### src/rtl/seq_mul_8bit.sv
// Sequential 8x8 unsigned shift-and-add multiplier, one partial-product step per clock.
// Start/done handshake; the product is held until the next completion.
module seq_mul_8bit (
  input  logic        clk,
  input  logic        rst_n,
  input  logic        start,
  input  logic [7:0]  a,
  input  logic [7:0]  b,
  output logic        busy,
  output logic        done,
  output logic [15:0] product
);

  localparam int unsigned OP_W   = 8;
  localparam int unsigned PROD_W = 16;
  localparam int unsigned ACC_W  = PROD_W + 1;
  localparam int unsigned CNT_W  = 3;
  localparam logic [CNT_W-1:0] LAST_ITER = CNT_W'(OP_W - 1);

  typedef enum logic [1:0] {
    S_IDLE = 2'd0,
    S_RUN  = 2'd1,
    S_DONE = 2'd2
  } state_t;

  state_t             state;
  logic [ACC_W-1:0]   acc;
  logic [OP_W-1:0]    mcand;
  logic [CNT_W-1:0]   count;

  logic [OP_W:0]      sum9_c;
  logic [ACC_W-1:0]   acc_next_c;

  // One iteration: conditional add into the high half (keeping the carry), then shift right.
  always_comb begin
    sum9_c = {1'b0, acc[PROD_W-1:OP_W]};
    if (acc[0]) begin
      sum9_c = {1'b0, acc[PROD_W-1:OP_W]} + {1'b0, mcand};
    end
    acc_next_c = {1'b0, sum9_c, acc[OP_W-1:1]};
  end

  always_ff @(posedge clk or negedge rst_n) begin
    if (!rst_n) begin
      state   <= S_IDLE;
      acc     <= '0;
      mcand   <= '0;
      count   <= '0;
      busy    <= 1'b0;
      done    <= 1'b0;
      product <= '0;
    end else begin
      case (state)
        S_IDLE: begin
          done <= 1'b0;
          if (start) begin
            mcand <= a;
            acc   <= {{(ACC_W-OP_W){1'b0}}, b};
            count <= '0;
            busy  <= 1'b1;
            state <= S_RUN;
          end
        end

        S_RUN: begin
          acc <= acc_next_c;
          if (count == LAST_ITER) begin
            product <= acc_next_c[PROD_W-1:0];
            busy    <= 1'b0;
            done    <= 1'b1;
            state   <= S_DONE;
          end else begin
            count <= count + CNT_W'(1);
          end
        end

        S_DONE: begin
          done <= 1'b0;
          // Back-to-back: a start seen in the done cycle begins the next operation directly.
          if (start) begin
            mcand <= a;
            acc   <= {{(ACC_W-OP_W){1'b0}}, b};
            count <= '0;
            busy  <= 1'b1;
            state <= S_RUN;
          end else begin
            state <= S_IDLE;
          end
        end

        default: begin
          busy  <= 1'b0;
          done  <= 1'b0;
          state <= S_IDLE;
        end
      endcase
    end
  end

endmodule

### config.mk
export PLATFORM = sky130hd
export DESIGN_NAME = seq_mul_8bit
export DESIGN_NICKNAME = d
export VERILOG_FILES = /design/src/rtl/seq_mul_8bit.sv
export SDC_FILE = /design/constraint.sdc
export NUM_CORES = 1
export LEC_CHECK = 0
export CORE_UTILIZATION = 43
export CTS_BUF_LIST = sky130_fd_sc_hd__clkbuf_4 sky130_fd_sc_hd__clkbuf_8 sky130_fd_sc_hd__clkbuf_16
export DETAILED_ROUTE_END_ITERATION = 10
export HOLD_SLACK_MARGIN = 0.02
export PLACE_DENSITY = 0.66
export SETUP_SLACK_MARGIN = 0.3
export SYNTH_ARGS = -nofsm -noshare
export SYNTH_HDL_FRONTEND = slang
export SYNTH_SLANG_ARGS = --single-unit
### constraint.sdc
create_clock -name clk -period 3 [get_ports clk]
set_clock_uncertainty 0.2 [all_clocks]
set_input_delay 0.3 -clock clk [delete_from_list [all_inputs] [get_ports clk]]
set_output_delay 0.3 -clock clk [all_outputs]
set_load 0.01 [all_outputs]
* Yosys cells after proc, flatten, opt, wreduce, memory -nomap -nowiden
Cells that the tools add are included.
W data, S select, Z words.
** Word-level totals
- Register bits after elaboration :: 47
- Input port bits :: 19
- Output and inout bits :: 18
- Logic and storage cells :: 40
** Cells by class
- $add $sub $neg :: 2
- Equal/unequal tests :: 7
- Multiplexer cells :: 15
- Reductions and logical operators :: 9
** Operator list (count)
- $pmux W16 S2 :: 1
- $mux W16 :: 1
- $reduce_and A2 Y1 :: 5
- $add A8 B8 Y9 :: 1
- $mux W9 :: 1
- $mux W3 :: 2
- $ne A2 B2 Y1 const B :: 3
- $pmux W2 S3 :: 1
- $pmux W3 S2 :: 1
- $mux W1 :: 5
- $mux W2 :: 2
- $add A3 B1 Y3 const B :: 1
- $eq A3 B3 Y1 const B :: 1
- $reduce_and A3 Y1 :: 1
- $eq A2 B1 Y1 const B :: 1
- $eq A2 B2 Y1 const B :: 1
- $logic_not A2 Y1 :: 1
- $ne A2 B1 Y1 const B :: 1
- $pmux W1 S2 :: 1
- $reduce_bool A2 Y1 :: 1
- $reduce_or A2 Y1 :: 1

* Logic depth before layout (Yosys ltp)
Gate-level depths: netlist of the first run.
- Depth in word-level cells :: 4
- Depth in mapped cells :: 7
- Gate-level depth less buffers :: 7

* Least setup slack after synthesis of the first run
Ideal clock, no wire load.
- Kind :: reg-to-reg
- From :: register acc[8]
- To :: register acc[15]
- Setup time :: 129 ps
- Arrival time :: 1791 ps
- Required time :: 2671 ps
- Slack :: 880 ps
- Cell stages (with the launch flop) :: 8
- Path buffers :: 0
- Period minus slack after synthesis :: 2120 ps
- Cell sequence :: dfrtp_1 > ha_1 > fa_1 > a21o_1 > a221oi_2 > nor2b_1 > nor3_1 > o31ai_1
** Between the ends
- Word-level cells in the longest chain between the ends :: 3
** RTL lines
- from (decl) :: line 27 : logic [ACC_W-1:0] acc;
- from (signal assigned) :: line 58 : acc <= {{(ACC_W-OP_W){1'b0}}, b};
- from (signal assigned) :: line 66 : acc <= acc_next_c;
- from (signal assigned) :: line 82 : acc <= {{(ACC_W-OP_W){1'b0}}, b};
- $add A8 B8 Y9 :: line 38 : sum9_c = {1'b0, acc[PROD_W-1:OP_W]} + {1'b0, mcand};
- $mux W9 :: line 37 : if (acc[0]) begin
- $pmux W16 S2 :: line 53 : case (state)
Every way passes these cells.
A chain may end at the register's enable or synchronous reset.

* Final worst setup path of the first run
Ends and elaborated chain as after synthesis.

==> out/summary.txt, run 1 <==
CTS sink cnt: 47
Final Max Tran Viols: 0
status: complete, no violations
post-place setup slack: 713 ps
post-route ant nets: 0
setup bufs post-CTS: 0
htree depth: 2
FF-to-FF setup slack: 700 ps
critical path endpoint: acc[15]
Initial Util: 44.8%
vias in the first global route: 1527
number of CTS-inserted buffers: 5
cells on worst reg2reg path: 7
GR Util All Layers: 17.9%
async set-reset flop share out of synthesis: 100%
ant diodes: 0
Leakage: 1.27 nW
row cnt: 26
share of cells above drive strength 1: 9.20%
Startpoint Class: flop
DRT iter0 DRCs: 87
total of max-cap violations: 0
layout overhead on the synthesized area: 22.6%
R2R Path Start: acc[8]
clock period minus worst slack: 2300 ps
Slew headroom: 32.0%
DIE AREA: 0.00561 mm2
Syn. warnings: 0
area leader, netlist: dfrtp_1
Cell variety after synth: 33
final worst slack: 701 ps
crit path DAT: 2270 ps
# DRC: 0
die extent in x: 74.9 um
top post-synthesis cells by area: dfrtp_1 (51%), nand2_1 (7.7%), mux2i_1 (5.7%)
Vert. Die Dim: 74.9 um
Nets: 291
fin crit share: 76.6%
CP Data Required Time: 2970 ps
clk buf depth: 2
DR WL/cell: 13.5 um
reg2reg end: acc[15]
IO Port Bufs: 36
CP Class: flop to flop
post-CTS sizing: 0
Mapped Area: 0.00229 mm2
GRT overflow: 0
Final Hold Vio Count: 0
Avg Synthesized Cell Area: 10.2 um2
Critical Path Fanout Max: 3
CTS tree: built
via count: 1658
initial antenna violation count: 0
Core Box Area: 0.00511 mm2
RSZ-0062 raised after global routing: false
Hold Path Class: flop to flop
Synth Flop Type: dfrtp_1
Power Density: 1110 mW/mm2
Max Fclk: 435 MHz
kind of end point of the critical path: flop
total negative slack: 0 ps
largest net degree at the start of global routing: 48
Post-Syn Nets: 254
Skew-Pair Late Insertion Delay: 300 ps
placer's final routability congestion estimate: 0.829
clock slew at reported path FFs: 80 ps
Hold Buf Count CTS: 1
top cell type's share of synthesized area: 51.5%
drt via density: 5.01
Peak supply drop: 0.356 mV
Final setup viols: 0
I/O pin count: 37
worst slew pin tran: 1020 ps
root buf cell: clkbuf_8
crit path from: acc[8]
sequential element share of the synthesized area: 51.5%
commonest cells in the netlist: dfrtp_1 (47), nand2_1 (47), o21ai_0 (24)
Post-Synthesis Cells: 224
FF+latch count, synth: 47
drt pass-1 iters: 4
routed wire length: 4460 um
dpl hpwl: 3150 um
Post-synth EDFFs: 0
first-pass GRT wire length: 7460 um
final hold slack: 281 ps
state kept, by name, indices dropped and copies added (netlist names):
name     flops
done         1
count        3
mcand        8
busy         1
state        2
product     16
acc         16
where the power goes:
part           leakage, nW  internal, mW  switching [mW]  total [mW]
registers            0.567         0.947           0.273        1.22
logic                0.660         0.764           0.743        1.51
clock network       0.0470         0.181           0.199       0.380
final cells by class:
type                       count  area [um2]
clock buffer                   6        82.6
clock inverter                 1        5.00
fill                         500        2310
inverter                       2        7.51
multi-input combinational    166        1060
sequential                    47        1180
tap                           70        87.6
timing repair buffer          39         380
critical path, cell delays in order, from the launching register on:
cell and delay [ps]:
dfrtp_1 400, ha_1 250, fa_1 410, a21o_1 200
a221oi_2 290, nor2b_1 80, nor3_1 230, o31ai_1 110
cell families after synthesis:
logic type	share of synthesized area, %
and+or+nand+nor	15.3
adders and majority gates	6.35
muxes	9.30
xor gates and xnor gates	1.92
AOI/OAI and AO/OA	13.6
DFF	51.5
buffers and inverters	2.08
layout by cell type, fill, tap and decap left out, types with 2 or more instances in the layout:
master and n:
clkbuf_8 6, nor2_1 7, a211oi_1 6, mux2i_1 13, dfrtp_1 47, nand3_1 4
o31ai_1 2, clkdlybuf4s50_1 35, o21ai_0 24, a21oi_1 12, buf_4 2, nor3_1 3
a21o_1 3, nor2b_1 9, nand2b_1 3, ha_1 10, xnor2_1 4, nand2_1 47
mux2_2 6
metal layers:
metal  wire [um]  GRT usage (%)  up-vias
li1            -              -      852
met1        2240           25.1      768
met2        1980           27.4       33
met3         178           4.15        5
met4          68           5.66        0
met5           0              0        -
metrics by stage:
stage / area, um2 / utilization [%] / total power, mW / std cells
3_5_place_dp: 2700 / 52.9 / 2.74 / 323
3_3_place_gp: 2700 / 52.9 / 2.70 / 323
5_1_grt: 2800 / 54.9 / 3.39 / 331
2_1_floorplan: 2290 / - / 2.21 / 224
4_1_cts: 2800 / 54.9 / 3.13 / 331
6_report: 2800 / 54.9 / 3.11 / 331
worst min-delay path by stage:
stage | from | endpoint | slack [ps] | depth (start not counted)
after global placement | product[12] | product[12] | 260 | 2
after global routing | product[10] | product[10] | 310 | 2
final | product[9] | product[9] | 280 | 2
after CTS | product[9] | product[9] | 290 | 2
after floorplan | rst_n | acc[0] | -200 | 0
after detailed placement | mcand[0] | mcand[0] | 270 | 2
No activity file was read; power rests on OpenSTA's default activity.
==> run 2, diff against run 1 <==
Clock period 3 ns to 2.2 ns, I/O delays scaled along.
==> run 2 against run 1 <==
  * Total power is 44% higher
  * Core utilization is 2.5 points higher
  * Register-to-register slack worse by 650 ps
  * Worst hold slack worse by 45 ps
  * Clock power is 32% higher
  * Design area is 4.6% higher
  * Largest cell class unchanged
  * Non-clock buffer count is 12 higher
  * Fmax is 6.8% higher
  * Cell count is 3.9% higher
  * Via count is 4.9% higher
==> out/summary.txt, run 2 (synthesis gave the netlist of run 1 again) <==
GRT overflow: 0 (unchanged)
CP peak stage delay: 400 ps (was 410 ps)
clk buf depth: 2 (unchanged)
routed wl met3: 174 um (was 178 um)
placer's final routability congestion estimate: 0.899 (was 0.829)
Hold Path Class: primary input to asynchronous set/reset pin (was flop to flop)
Sw Ratio: 39.1% (about the same)
dpl hpwl: 3320 um (was 3150 um)
htree depth: 2 (unchanged)
Skew-Pair Late Insertion Delay: 300 ps (about the same)
Core Box Area: 0.00511 mm2 (unchanged)
critical path cell sequence: ha_2 -> fa_2 -> a21o_1 -> a221oi_2 -> xnor2_1 -> mux2i_1 -> o21ai_1 (was ha_1 -> fa_1 -> a21o_1 -> a221oi_2 -> nor2b_1 -> nor3_1 -> o31ai_1)
root buf cell: clkbuf_8 (unchanged)
total negative slack: 0 ps (unchanged)
Nets: 303 (was 291)
row cnt: 26 (unchanged)
Peak supply drop: 0.478 mV (was 0.356 mV)
cell internal pwr: 2.71 mW (was 1.89 mW)
DRT iter0 DRCs: 84 (was 87)
Initial Util: 44.8% (unchanged)
Clk pwr share: 11.3% (was 12.2%)
uppermost layer routed: met4 (unchanged)
post-layout util: 57.4% (was 54.9%)
Vert. Die Dim: 74.9 um (unchanged)
vias in the first global route: 1652 (was 1527)
slowest CP cell: dfrtp_1 (was fa_1)
layout overhead on the synthesized area: 28.2% (was 22.6%)
post-route ant nets: 0 (unchanged)
die extent in x: 74.9 um (unchanged)
Max Fclk: 465 MHz (was 435 MHz)
share of cells above drive strength 1: 15.7% (was 9.20%)
status: complete, no violations (unchanged)
CTS tree: built (unchanged)
drt pass-1 iters: 4 (unchanged)
drt via density: 5.06 (was 5.01)
CTS sink cnt: 47 (unchanged)
metal2 WL: 2090 um (was 1980 um)
kind of end point of the critical path: flop (unchanged)
most frequent cells in the layout: nand2_1 (47), dfrtp_1 (47), clkdlybuf4s50_1 (35) (unchanged)
CP Buf/Inv Count: 0 (unchanged)
final hold slack: 236 ps (was 281 ps)
fin crit share: 97.8% (was 76.6%)
worst slew pin tran: 566 ps (was 1020 ps)
GR Util All Layers: 18.4% (was 17.9%)
post-place setup slack: 6.69 ps (was 713 ps)
Slew headroom: 62.3% (was 32.0%)
number of fill cells: 484 (was 500)
M1 WL: 2320 um (was 2240 um)
via count: 1740 (was 1658)
RSZ-0062 raised after global routing: true (was false)
ant diodes: 0 (unchanged)
crit path DAT: 2180 ps (was 2270 ps)
number of CTS-inserted buffers: 5 (unchanged)
DR WL/cell: 13.5 um (about the same)
total of max-cap violations: 0 (unchanged)
CP Class: flop to flop (unchanged)
Final Max Tran Viols: 0 (unchanged)
sequential share of power: 36.5% (was 39.3%)
CP Data Required Time: 2230 ps (was 2970 ps)
Startpoint Class: flop (unchanged)
CP top delay family: compound AO/OA/AOI/OAI gates (was adder cells)
first-pass GRT wire length: 7700 um (was 7460 um)
I/O pin count: 37 (unchanged)
clock slew at reported path FFs: 80 ps (about the same)
Power Density: 1520 mW/mm2 (was 1110 mW/mm2)
Final Hold Vio Count: 0 (unchanged)
clock period minus worst slack: 2150 ps (was 2300 ps)
routed wire length: 4660 um (was 4460 um)
net switching power: 1.75 mW (was 1.22 mW)
Critical Path Fanout Max: 2 (was 3)
Leakage: 1.33 nW (was 1.27 nW)
# DRC: 0 (unchanged)
initial antenna violation count: 0 (unchanged)
Logic pwr share: 52.2% (was 48.5%)
largest net degree at the start of global routing: 25 (was 48)
DIE AREA: 0.00561 mm2 (unchanged)
Final setup viols: 0 (unchanged)
largest registers: acc (16), product (16), mcand (8) (unchanged)
IO Port Bufs: 36 (unchanged)
Pwr Total: 4.46 mW (was 3.11 mW)
final worst slack: 48.1 ps (was 701 ps)
==> run 2: through the flow <==
| step | std cells | cell area [um2] |
|---|---|---|
| final | 344 | 2930 |
| after global routing | 344 | 2930 |
| after CTS | 343 | 2910 |
| after detailed placement | 329 | 2770 |
| after global placement | 329 | 2770 |
| after floorplan | 224 | 2290 |
==> run 2: worst reg2reg max path: cells and delay by family, from the launching register on <==
family	cells	cell delay, ps
fa+ha+maj	2	550
mux	1	120
xor+xnor	1	170
flops	1	400
compound gates	3	650
==> run 2: layout make-up <==
class	instances	area, um2	share of cell area [%]
sequential	47	1180	40.1
multi-input combinational	166	1090	37.3
clock inverter	3	15.0	0.512
timing repair buffer	51	483	16.5
inverter	2	7.51	0.256
tap	70	87.6	2.99
clock buffer	5	68.8	2.35
==> run 2: power by group through the flow <==
stage / Clock (mW) / Sequential [mW] / Combinational [mW]
floorplan: 0 / 1.62 / 1.40
global placement: 0 / 1.62 / 2.13
detailed placement: 0 / 1.64 / 2.17
CTS: 0.524 / 1.62 / 2.27
global route: 0.557 / 1.69 / 2.62
finish: 0.503 / 1.63 / 2.33
==> run 2: layer usage <==
layer | up-vias | GRT usage, %
li1 | 877 | -
met3 | 5 | 3.21
met2 | 31 | 29.1
met4 | 0 | 5.66
met1 | 827 | 25.7
met5 | - | 0
==> run 2: timing repair <==
action | 4_1_cts | 5_1_grt
setup buffers | 5 | 1
pin swaps | 6 | 3
endpoints found under the setup margin | 10 | 14
hold endpoints to repair | 23 | 0
hold buffers | 1 | 0
gates resized for setup | 3 | 5
==> run 2: worst paths after layout <==
check                              to  cells past startpoint       start  slack [ps]
min reg2reg                product[9]                      2  product[9]         280
max                           acc[13]                      7      acc[8]          50
max reg2reg                   acc[13]                      7      acc[8]          50
min                        product[9]                      2       rst_n         240
max in group asynchronous    count[2]                      3       rst_n        1040
min in group clk             mcand[5]                      3        a[5]         240
